==> config.mk <==
export PLATFORM = sky130hd
export DESIGN_NAME = control_fsm
export DESIGN_NICKNAME = d
export VERILOG_FILES = /design/src/rtl/ctrl_pkg.sv /design/src/rtl/cond_eval.sv /design/src/rtl/control_fsm.sv
export SDC_FILE = /design/constraint.sdc
export NUM_CORES = 1
export LEC_CHECK = 0
export BUFFER_PORTS_ARGS = -buffer_cell sky130_fd_sc_hd__buf_4
export CORE_UTILIZATION = 52
export DETAILED_ROUTE_END_ITERATION = 6
export PLACE_DENSITY = 0.88
export SLEW_MARGIN = 25
export SYNTH_ARGS = -nofsm -noshare
export SYNTH_HDL_FRONTEND = slang
export SYNTH_HIERARCHICAL = 1
export SYNTH_SLANG_ARGS = --single-unit
==> constraint.sdc <==
create_clock -name clk -period 3.29 [get_ports clk]
set_input_delay 0.329 -clock clk [delete_from_list [all_inputs] [get_ports clk]]
set_output_delay 0.329 -clock clk [all_outputs]
set_load 0.03 [all_outputs]
==> src/rtl/ctrl_pkg.sv <==
// Shared encodings for the multi-cycle controller: state names, opcodes,
// branch condition codes, R-type extension codes, ALU op codes and flag bit
// positions, plus helpers that map an immediate opcode to its ALU op.
package ctrl_pkg;

    typedef enum logic [2:0] {
        ST_FETCH  = 3'd0,
        ST_DECODE = 3'd1,
        ST_EXEC   = 3'd2,
        ST_MEM    = 3'd3,
        ST_HALT   = 3'd4
    } state_t;

    // Opcodes, ir[15:12]
    localparam logic [3:0] OP_RTYPE = 4'h0;
    localparam logic [3:0] OP_ADDI  = 4'h1;
    localparam logic [3:0] OP_SUBI  = 4'h2;
    localparam logic [3:0] OP_CMPI  = 4'h3;
    localparam logic [3:0] OP_ANDI  = 4'h4;
    localparam logic [3:0] OP_ORI   = 4'h5;
    localparam logic [3:0] OP_XORI  = 4'h6;
    localparam logic [3:0] OP_MOVI  = 4'h7;
    localparam logic [3:0] OP_LOAD  = 4'h8;
    localparam logic [3:0] OP_STOR  = 4'h9;
    localparam logic [3:0] OP_BCOND = 4'hC;
    localparam logic [3:0] OP_HALT  = 4'hF;

    // Branch condition codes, ir[11:8] of Bcond
    localparam logic [3:0] CC_EQ = 4'h0;
    localparam logic [3:0] CC_NE = 4'h1;
    localparam logic [3:0] CC_CS = 4'h2;
    localparam logic [3:0] CC_CC = 4'h3;
    localparam logic [3:0] CC_GT = 4'h4;
    localparam logic [3:0] CC_LE = 4'h5;
    localparam logic [3:0] CC_FS = 4'h6;
    localparam logic [3:0] CC_FC = 4'h7;
    localparam logic [3:0] CC_LO = 4'h8;
    localparam logic [3:0] CC_HS = 4'h9;
    localparam logic [3:0] CC_UC = 4'hE;

    // R-type extension codes, ir[3:0]; the ALU op is {4'h0, ext}
    localparam logic [3:0] EXT_AND  = 4'h1;
    localparam logic [3:0] EXT_OR   = 4'h2;
    localparam logic [3:0] EXT_XOR  = 4'h3;
    localparam logic [3:0] EXT_ADD  = 4'h5;
    localparam logic [3:0] EXT_ADDC = 4'h6;
    localparam logic [3:0] EXT_SUB  = 4'h9;
    localparam logic [3:0] EXT_CMP  = 4'hB;
    localparam logic [3:0] EXT_MOV  = 4'hD;

    localparam logic [7:0] ALU_AND = {4'h0, EXT_AND};
    localparam logic [7:0] ALU_OR  = {4'h0, EXT_OR};
    localparam logic [7:0] ALU_XOR = {4'h0, EXT_XOR};
    localparam logic [7:0] ALU_ADD = {4'h0, EXT_ADD};
    localparam logic [7:0] ALU_SUB = {4'h0, EXT_SUB};
    localparam logic [7:0] ALU_CMP = {4'h0, EXT_CMP};
    localparam logic [7:0] ALU_MOV = {4'h0, EXT_MOV};

    // Flag register bit positions, flags = {C,L,F,Z,N}
    localparam int FLAG_C = 4;
    localparam int FLAG_L = 3;
    localparam int FLAG_F = 2;
    localparam int FLAG_Z = 1;
    localparam int FLAG_N = 0;

    function automatic logic [7:0] imm_alu_op(input logic [3:0] op);
        case (op)
            OP_ADDI: return ALU_ADD;
            OP_SUBI: return ALU_SUB;
            OP_CMPI: return ALU_CMP;
            OP_ANDI: return ALU_AND;
            OP_ORI:  return ALU_OR;
            OP_XORI: return ALU_XOR;
            OP_MOVI: return ALU_MOV;
            default: return 8'h00;
        endcase
    endfunction

    // Arithmetic immediates are signed; logical and move immediates are not.
    function automatic logic imm_is_signed(input logic [3:0] op);
        return (op == OP_ADDI) || (op == OP_SUBI) || (op == OP_CMPI);
    endfunction

endpackage

==> src/rtl/cond_eval.sv <==
// Branch condition evaluator, purely combinational.
// Ports: cond (ir[11:8] of a Bcond), flags {C,L,F,Z,N}; taken = branch is taken.
// Codes 0xA-0xD and 0xF never branch; 0xE always branches.
module cond_eval
    import ctrl_pkg::*;
(
    input  logic [3:0] cond,
    input  logic [4:0] flags,
    output logic       taken
);

    always_comb begin
        taken = 1'b0;
        case (cond)
            CC_EQ:   taken =  flags[FLAG_Z];
            CC_NE:   taken = !flags[FLAG_Z];
            CC_CS:   taken =  flags[FLAG_C];
            CC_CC:   taken = !flags[FLAG_C];
            CC_GT:   taken =  flags[FLAG_N];
            CC_LE:   taken = !flags[FLAG_N];
            CC_FS:   taken =  flags[FLAG_F];
            CC_FC:   taken = !flags[FLAG_F];
            CC_LO:   taken =  flags[FLAG_L];
            CC_HS:   taken = !flags[FLAG_L];
            CC_UC:   taken = 1'b1;
            default: taken = 1'b0;
        endcase
    end

endmodule

==> src/rtl/control_fsm.sv <==
// Multi-cycle CPU controller: FETCH -> DECODE -> EXEC (-> MEM for LOAD), HALT.
// Inputs: clk, sync active-high reset, instr (bram data, one cycle after
// mem_addr), flags {C,L,F,Z,N}, addr_data (A-mux output for load/store address).
// Outputs: bram address/write enable, register-file selects, ALU control,
// bus drive enables, halted. Strobes depend only on state and ir.
module control_fsm
    import ctrl_pkg::*;
#(
    parameter logic [15:0] RESET_PC = 16'h0000
) (
    input  logic        clk,
    input  logic        reset,
    input  logic [15:0] instr,
    input  logic [4:0]  flags,
    input  logic [15:0] addr_data,
    output logic [15:0] mem_addr,
    output logic        mem_we,
    output logic [3:0]  a_sel,
    output logic [3:0]  b_sel,
    output logic        imm_sel,
    output logic [15:0] imm,
    output logic [7:0]  alu_op,
    output logic        cin,
    output logic        flags_en,
    output logic        reg_write,
    output logic [3:0]  reg_dest,
    output logic        alu_drive,
    output logic        mem_drive,
    output logic        halted
);

    state_t      state;
    state_t      state_next;
    logic [15:0] pc;
    logic [15:0] pc_next;
    logic [15:0] ir;

    logic [3:0]  opcode;
    logic [3:0]  rdest;
    logic [3:0]  rsrc;
    logic [3:0]  ext;
    logic [7:0]  imm8;
    logic [15:0] imm_sext;
    logic [15:0] pc_inc;
    logic [15:0] pc_branch;
    logic        br_taken;

    assign opcode    = ir[15:12];
    assign rdest     = ir[11:8];
    assign rsrc      = ir[7:4];
    assign ext       = ir[3:0];
    assign imm8      = ir[7:0];
    assign imm_sext  = {{8{imm8[7]}}, imm8};
    // 16-bit adds wrap naturally, so a backward branch from low pc lands high.
    assign pc_inc    = pc + 16'd1;
    assign pc_branch = pc + imm_sext;

    cond_eval u_cond_eval (
        .cond  (rdest),
        .flags (flags),
        .taken (br_taken)
    );

    always_ff @(posedge clk) begin
        if (reset) begin
            state <= ST_FETCH;
            pc    <= RESET_PC;
            ir    <= 16'h0000;
        end else begin
            state <= state_next;
            pc    <= pc_next;
            // bram data for the FETCH address is valid during DECODE
            if (state == ST_DECODE) begin
                ir <= instr;
            end
        end
    end

    always_comb begin
        state_next = state;
        pc_next    = pc;
        mem_addr   = pc;
        mem_we     = 1'b0;
        a_sel      = rdest;
        b_sel      = rsrc;
        imm_sel    = 1'b0;
        imm        = imm_is_signed(opcode) ? imm_sext : {8'h00, imm8};
        alu_op     = 8'h00;
        cin        = 1'b0;
        flags_en   = 1'b0;
        reg_write  = 1'b0;
        reg_dest   = rdest;
        alu_drive  = 1'b0;
        mem_drive  = 1'b0;
        halted     = 1'b0;

        case (state)
            ST_FETCH: begin
                state_next = ST_DECODE;
            end

            ST_DECODE: begin
                state_next = ST_EXEC;
            end

            ST_EXEC: begin
                state_next = ST_FETCH;
                pc_next    = pc_inc;
                case (opcode)
                    OP_RTYPE: begin
                        alu_op    = {4'h0, ext};
                        alu_drive = 1'b1;
                        flags_en  = 1'b1;
                        // CMP only updates flags
                        reg_write = (ext != EXT_CMP);
                        cin       = (ext == EXT_ADDC) ? flags[FLAG_C] : 1'b0;
                    end
                    OP_ADDI, OP_SUBI, OP_CMPI, OP_ANDI,
                    OP_ORI, OP_XORI, OP_MOVI: begin
                        imm_sel   = 1'b1;
                        alu_op    = imm_alu_op(opcode);
                        alu_drive = 1'b1;
                        flags_en  = 1'b1;
                        reg_write = (opcode != OP_CMPI);
                    end
                    OP_LOAD: begin
                        a_sel      = rsrc;
                        mem_addr   = addr_data;
                        pc_next    = pc;
                        state_next = ST_MEM;
                    end
                    OP_STOR: begin
                        a_sel    = rdest;
                        b_sel    = rsrc;
                        mem_addr = addr_data;
                        mem_we   = 1'b1;
                    end
                    OP_BCOND: begin
                        if (br_taken) begin
                            pc_next = pc_branch;
                        end
                    end
                    OP_HALT: begin
                        pc_next    = pc;
                        state_next = ST_HALT;
                    end
                    default: begin
                        // unassigned opcodes behave as NOP
                    end
                endcase
            end

            ST_MEM: begin
                // bram read data is on the bus; write it into rdest
                mem_drive  = 1'b1;
                reg_write  = 1'b1;
                reg_dest   = rdest;
                pc_next    = pc_inc;
                state_next = ST_FETCH;
            end

            ST_HALT: begin
                halted = 1'b1;
            end

            default: begin
                state_next = ST_FETCH;
            end
        endcase
    end

endmodule
==> results of run 1 <==
==> cell usage in the layout, fill, tap and decap left out, drive strengths merged, types with 5 or more instances in the layout <==
cell type	Yosys	final
a211oi	6	6
a21oi	51	51
a31oi	9	9
and3	9	9
buf	42	97
clkbuf	8	5
dfxtp	35	35
ha	16	16
inv	10	10
mux2	20	20
nand2	67	67
nand2b	5	5
nand3	13	13
nand4	6	6
nor2	20	20
nor3	11	11
o21ai	27	27
xnor2	10	10
xor2	7	7
==> path summary, 6_finish.rpt <==
path,slack (ns),depth (start not counted),endpoint,from
max,0.60,5,mem_addr[15],state[2]
min,0.27,3,ir[8],instr[8]
max reg2reg,0.67,9,pc[13],ir[11]
min reg2reg,0.53,2,ir[0],ir[0]
==> Yosys cell counts, drive strengths merged, types with 3 or more instances <==
cell    count  area (um^2)
a211o       4         35.0
a211oi      6         45.0
a21o        3         22.5
a21oi      51          255
a31oi       9         56.3
and3        9         58.8
buf        42          295
clkbuf      8         30.0
dfxtp      35          701
ha         16          200
inv        10         37.5
mux2       20          225
nand2      67          259
nand2b      5         31.3
nand3      13         65.1
nand4       6         37.5
nor2       20         87.6
nor2b       4         25.0
nor3       11         66.3
nor3b       3         27.5
nor4        4         25.0
o211ai      4         30.0
o21ai      27          135
or3         3         18.8
xnor2      10         87.6
xor2        7         61.3
==> sequential cells by signal, indices dropped and copies added (netlist names) <==
register	flops
pc	16
ir	16
state	3
==> per-layer routing <==
layer / up-vias / global-route usage (%)
met5: - / 0
met2: 177 / 48.0
li1: 1634 / -
met3: 34 / 5.80
met1: 1570 / 35.7
met4: 0 / 12.1
==> layout make-up <==
class                      instances  area share, %
sequential                        35           18.3
inverter                          10          0.982
timing repair buffer              97           19.0
clock inverter                     3           1.15
tap                               75           2.45
multi-input combinational        336           56.2
clock buffer                       5           1.80
==> power by group through the flow <==
stage	clock network [mW]	registers [mW]	logic (mW)
2_1_floorplan	0	0.472	0.233
3_3_place_gp	0	0.485	0.295
3_5_place_dp	0	0.487	0.302
4_1_cts	0.403	0.478	0.304
5_1_grt	0.425	0.483	0.330
6_report	0.403	0.479	0.305
==> critical path: stages (launching register included) <==
cell	delay, ns
dfxtp_1	0.37
nand2b_1	0.23
nor3b_2	0.25
nand2_1	0.53
mux2_2	0.50
buf_4	0.17
==> stage by stage <==
step / instance area, um^2 / utilization, % / worst slack, ns
after detailed placement: 3710 / 62.6 / 0.778
final: 3820 / 64.6 / 0.604
after floorplan: 3210 / - / 0.452
after CTS: 3820 / 64.5 / 0.642
after global routing: 3820 / 64.6 / 0.497
after global placement: 3710 / 62.6 / 0.847
==> logic make-up (layout without fill, tap and decap cells) <==
logic type | count (synthesis) | after routing
and+or+nand+nor | 157 | 157
AOI/OAI and AO/OA | 120 | 120
buffers and inverters | 60 | 115
DFF | 35 | 35
muxes | 21 | 21
adders and majority gates | 17 | 17
xor gates and xnor gates | 17 | 17
other | 1 | 4
==> qor.yml, run 1 <==
port-buffer-count: 94
dieArea_um2: 6470
num_antenna_cells: 0
synth_compound_area_share_pct: 22.8
synth_cell_types: 58
p_total_mw: 1.19
cts_root_buf: "clkbuf_8"
switching_share_pct: 33.6
cellPowerDensity_nw_per_um2: 310
die_w_um: 80.5
drt-pass1-iter-count: 5
postRouteAntennaNets: 0
cts_setup_buffers: 0
outcome: "completed"
end_kind: "output pin"
top_layer: "met4"
grt_util_all_layers_pct: 28.8
cts_tree: "built"
antenna_found_initial: 0
rsz0062_at_grt: "false"
ys_seq_elements: 35
fmax_mhz: 372
start_kind: "flop"
vias: 3415
synth-xor-area-share_pct: 4.65
p_int_mw: 0.789
cts_resized: 0
grt_pass1_wl_mm: 14.4
worst_pin_slew_ns: 0.842
nets: 541
synth_top_family_by_area: "simple AND/OR/NAND/NOR gates"
yosysWarnings: 6
row_count: 28
hold_buffers: 0
fin_tns_setup_ns: 0
clock_skew_ns: 0.00333
yosys.area_share.simple_pct: 25.0
grt_start_max_net_pins: 39
final_cell_count_no_fill: 561
required_ns: 2.96
drive_gt1_share_pct: 28.4
synth_fa_ha_area_share_pct: 6.88
irDropWorstVdd_uv: 235
hold_ws_ns: 0.266
areaGrowthSynthToFinish_pct: 19.5
hold_violations: 0
cts.clk_slew.worst_paths_ns: 0.08
fillCellCount: 536
p_switching_mw: 0.398
multi_input_area_um2: 2150
synth_edf_count: 0
power_frac_clock_pct: 34.0
ff_latch_area_um2: 701
crit_type: "reg2out"
coreArea_um2: 5920
fin_crit_sh_pct: 81.7
ys.flop_type: "dfxtp_1"
p_seq_share_pct: 40.4
final-setup-viol-count: 0
clock_latency_ns: 0.30
drt_iter0_markers: 305
wl_met2_mm: 4.43
grt_pass1_vias: 3061
wl_met3_um: 693
ys_async_sr_fraction_pct: 0
hold_path_class: "in2reg"
clock_path_buffers: 2
htree_levels: 2
start_util_pct: 54.1
gp_congestion: 0.939
synthCells: 428
wl_per_cell_um: 16.1
final_max_slew_viol_count: 0
p_comb_share_pct: 25.7
ios: 99
synth-seq-area-share_pct: 21.9
postSynthAreaPerCell_um2: 7.48
placed_cells: 553
cap_violations: 0
slew_headroom_pct: 43.7
syn_area_um2: 3200
crit_arrival_ns: 2.36
wl_mm: 9.01
grt_overflow: 0
route.detailed.drc: 0
wl_met1_mm: 3.60
die_y_um: 80.5
cp_max_fo: 17
place_hpwl_mm: 6.49
synthMuxAreaShare_pct: 7.35
finalCriticalPeriod_ns: 2.69
p_leak_nw: 1.71
cts_sinks: 35
viasPerCell: 6.09
tritoncts.num_buffers: 5
Note: power is estimated with default switching activity, not from simulation.
==> inputs of run 2 (changes only) <==
--- a/config.mk
+++ b/config.mk
@@ -6,9 +6,9 @@
 export NUM_CORES = 1
 export LEC_CHECK = 0
 export BUFFER_PORTS_ARGS = -buffer_cell sky130_fd_sc_hd__buf_4
-export CORE_UTILIZATION = 52
+export CORE_UTILIZATION = 47
 export DETAILED_ROUTE_END_ITERATION = 6
-export PLACE_DENSITY = 0.88
+export PLACE_DENSITY = 0.84
 export SLEW_MARGIN = 25
 export SYNTH_ARGS = -nofsm -noshare
 export SYNTH_HDL_FRONTEND = slang
==> constraint.sdc (replaced) <==
create_clock -name clk -period 2.4 [get_ports clk]
set_input_delay 0.24 -clock clk [delete_from_list [all_inputs] [get_ports clk]]
set_output_delay 0.24 -clock clk [all_outputs]
set_load 0.03 [all_outputs]
==> qor.yml, run 2 (synthesis results as in run 1) <==
grt_pass1_wl_mm: 15.0
clock_path_buffers: 2
rr_startpoint: "ir[0]"
violations: "DRC"
tritoncts.num_buffers: 5
die_w_um: 84.5
switching_share_pct: 33.2
final_common_cell: "buf_4"
num_antenna_cells: 0
p_int_mw: 1.10
grt_start_max_net_pins: 39
vias: 3486
postRouteAntennaNets: 0
final_cell_count_no_fill: 585
power_frac_clock_pct: 32.8
ios: 99
nets: 564
timing.final.ws_setup_ns: 0.0820
drt-pass1-iter-count: 7
htree_levels: 2
finalCriticalPeriod_ns: 2.32
dp_slack_ns: -0.0529
viasPerCell: 5.96
start_kind: "flop"
die_y_um: 84.5
mostFrequentLayoutCells: "119 x buf_4, 66 x nand2_1, 51 x a21oi_1"
cellPowerDensity_nw_per_um2: 409
grt_overflow: 0
antenna_found_initial: 0
dieArea_um2: 7140
row_count: 29
cts_tree: "built"
p_comb_share_pct: 28.1
cap_violations: 0
hold_path_class: "in2reg"
fin_crit_sh_pct: 96.6
clock_skew_ns: 0.00431
grt_util_all_layers_pct: 25.9
irDropWorstVdd_uv: 268
end_kind: "flop"
rsz0062_at_grt: "true"
cts_root_buf: "clkbuf_8"
required_ns: 2.59
gp_congestion: 0.927
fin_util_pct: 62.3
crit_type: "reg2reg"
p_leak_nw: 1.82
route.detailed.drc: 5
reg.largest.list: "ir (16), pc (16), state (3)"
worst_pin_slew_ns: 0.690
final_max_slew_viol_count: 0
grt_pass1_vias: 3242
crit_arrival_ns: 2.51
coreArea_um2: 6460
slew_headroom_pct: 54.0
place_hpwl_mm: 6.97
outcome: "complete, but fails checks"
min-delay-start: "instr[9]"
fmax_mhz: 431
clock_latency_ns: 0.30
port-buffer-count: 94
cts_sinks: 35
areaGrowthSynthToFinish_pct: 25.8
crit_path_start: "ir[0]"
p_switching_mw: 0.546
wl_per_cell_um: 15.9
drive_gt1_share_pct: 32.5
wl_mm: 9.29
drt_iter0_markers: 247
placed_cells: 577
cp_max_fo: 2
final-setup-viol-count: 0
start_util_pct: 49.6
hold_ws_ns: 0.182
fillCellCount: 594
cts.clk_slew.worst_paths_ns: 0.08
p_seq_share_pct: 39.2
hold_violations: 0
run 2: final timing paths:
path / to / slack [ns] / cells after the start
min: ir[9] / 0.18 / 3
min reg2reg: ir[8] / 0.51 / 2
max: pc[8] / 0.08 / 8
max reg2reg: pc[8] / 0.08 / 8
run 2: repair_timing:
action                     CTS  global route
buffers inserted             1             0
setup endpoints to repair    1             6
gates resized for setup      1             4
hold buffers                 0             0
pin swaps                    2             1
run 2: critical path: stages, from the launching register on:
cell and delay [ns]:
dfxtp_1 0.32, ha_1 0.23, fa_2 0.36, a21o_1 0.20, a221oi_2 0.27, nor2_1 0.10
a211o_1 0.29, xnor2_1 0.14, a2111oi_2 0.30
run 2: final cells by class:
class | instances | area, um^2 | share of cell area [%]
clock buffer | 5 | 68.8 | 1.71
clock inverter | 2 | 37.5 | 0.932
inverter | 10 | 37.5 | 0.932
multi-input combinational | 336 | 2170 | 53.9
sequential | 35 | 702 | 17.4
tap | 77 | 96.3 | 2.39
timing repair buffer | 120 | 913 | 22.7
run 2: metal layers:
layer,global-route usage [%],share of wire (%)
met5,0,0
met4,12.0,2.3
met3,4.42,6.9
met2,44.6,49
met1,31.6,42
run 2: metrics by stage:
step	cell area (um^2)	setup TNS, ns	power (mW)
finish	4030	0	1.65
global route	4030	-0.0158	1.71
CTS	4010	0	1.64
detailed placement	3890	-0.0529	1.11
global placement	3890	0	1.10
floorplan	3220	0	0.968
run 2: power groups by stage:
stage / sequential [mW] / combinational (mW) / clock (mW)
after floorplan: 0.647 / 0.321 / 0
after global placement: 0.654 / 0.445 / 0
after detailed placement: 0.657 / 0.456 / 0
after CTS: 0.643 / 0.459 / 0.542
after global routing: 0.648 / 0.497 / 0.566
final: 0.645 / 0.462 / 0.539
==> inputs of run 3 (changes only) <==
--- a/config.mk
+++ b/config.mk
@@ -6,9 +6,9 @@
 export NUM_CORES = 1
 export LEC_CHECK = 0
 export BUFFER_PORTS_ARGS = -buffer_cell sky130_fd_sc_hd__buf_4
-export CORE_UTILIZATION = 47
+export CORE_UTILIZATION = 55
 export DETAILED_ROUTE_END_ITERATION = 6
-export PLACE_DENSITY = 0.84
+export PLACE_DENSITY = 0.92
 export SLEW_MARGIN = 25
 export SYNTH_ARGS = -nofsm -noshare
 export SYNTH_HDL_FRONTEND = slang
==> constraint.sdc (replaced) <==
create_clock -name clk -period 2.99 [get_ports clk]
set_input_delay 0.299 -clock clk [delete_from_list [all_inputs] [get_ports clk]]
set_output_delay 0.299 -clock clk [all_outputs]
set_load 0.03 [all_outputs]
==> qor.yml, run 3 (synthesis results as in run 1) <==
grt_util_all_layers_pct: 28.5
end_kind: "output pin"
wl_mm: 8.77
drt_iter0_markers: 336
r2r.worst_path.cells: 9
die_y_um: 78.3
cellPowerDensity_nw_per_um2: 318
cap_violations: 0
dieArea_um2: 6130
cts_resized: 0
num_antenna_cells: 0
coreArea_um2: 5570
grt_pass1_wl_mm: 14.0
reg.largest.list: "ir (16), pc (16), state (3)"
cp_max_fo: 17
start_util_pct: 57.4
grt_pass1_vias: 3020
die_w_um: 78.3
clock_latency_ns: 0.30
mostFrequentLayoutCells: "97 x buf_4, 66 x nand2_1, 51 x a21oi_1"
rr_startpoint: "ir[11]"
drt-pass1-iter-count: 5
required_ns: 2.69
antenna_found_initial: 0
areaGrowthSynthToFinish_pct: 18.5
hold_violations: 0
slew_headroom_pct: 45.2
tritoncts.num_buffers: 5
cts_sinks: 35
viasPerCell: 6.06
worst_pin_slew_ns: 0.819
fmax_mhz: 381
finalCriticalPeriod_ns: 2.63
final_cell_count_no_fill: 558
hold_path_class: "in2reg"
rsz0062_at_grt: "false"
row_count: 27
cts_tree: "built"
clock_path_buffers: 2
p_leak_nw: 1.69
min-delay-start: "instr[12]"
grt_overflow: 0
min_path_cells: 3
clock_skew_ns: 0.00908
hold_buffers: 0
nets: 541
wl_per_cell_um: 15.7
gp_congestion: 0.923
place_hpwl_mm: 6.49
whs_endpoint: "ir[12]"
cts_setup_buffers: 0
final-setup-viol-count: 0
route.detailed.drc: 0
grt_start_max_net_pins: 39
final_max_slew_viol_count: 0
htree_levels: 2
ios: 99
cts.clk_slew.worst_paths_ns: 0.07
r2r_end: "pc[13]"
fin_crit_sh_pct: 87.8
port-buffer-count: 94
crit_arrival_ns: 2.33
outcome: "completed"
irDropWorstVdd_uv: 252
rrSetupSlack_ns: 0.38
drive_gt1_share_pct: 28.2
fin_tns_setup_ns: 0
vias: 3384
final_common_cell: "buf_4"
postRouteAntennaNets: 0
placed_cells: 550
start_kind: "flop"
crit_path_start: "state[2]"
cts_root_buf: "clkbuf_8"
crit_type: "reg2out"
[run 3: worst max path at each step]
stage	slack (ns)	cells after the start	endpoint
after floorplan	0.18	2	imm[10]
after global placement	0.52	8	pc[8]
after detailed placement	0.44	8	pc[8]
after CTS	0.35	5	mem_addr[15]
after global routing	0.18	8	pc[8]
final	0.36	5	mem_addr[15]
[run 3: final cells by class]
cell class              count  area, um^2
fillers                   458        1780
well taps                  72        90.1
flip-flops and latches     35         701
clock inverters             2        12.5
clock buffers               6        72.6
multi-input cells         336        2150
inverters                  10        37.5
repair buffers             97         728
[run 3: power by group]
| part | switching [mW] | internal (mW) | total, mW |
|---|---|---|---|
| clock | 0.183 | 0.163 | 0.346 |
| sequential | 0.0405 | 0.486 | 0.526 |
| combinational | 0.201 | 0.134 | 0.335 |
[run 3: worst max-delay path, stage by stage, from the launching register on]
cell and delay, ns:
dfxtp_1 0.37, nand2b_1 0.23, nor3b_2 0.24, nand2_1 0.52, mux2_2 0.49, buf_4 0.17
[run 3: layer usage]
layer / vias up / routed length [um] / share of wire (%) / global-route usage [%]
met5: - / 0 / 0 / 0
met4: 0 / 182 / 2.1 / 9.26
met3: 19 / 495 / 5.6 / 4.30
met2: 146 / 4290 / 49 / 50.4
met1: 1592 / 3810 / 43 / 35.2
li1: 1627 / - / - / -
[run 3: stage by stage]
| stage | power, mW | utilization (%) | hold slack [ns] | setup WS (ns) | cell area (um^2) |
|---|---|---|---|---|---|
| after floorplan | 0.776 | - | 0.435 | 0.182 | 3210 |
| after global placement | 0.857 | 66.5 | 0.497 | 0.516 | 3700 |
| after detailed placement | 0.867 | 66.5 | 0.529 | 0.437 | 3700 |
| after CTS | 1.20 | 68.0 | 0.248 | 0.350 | 3790 |
| after global routing | 1.26 | 68.0 | 0.254 | 0.183 | 3790 |
| final | 1.21 | 68.0 | 0.248 | 0.364 | 3790 |
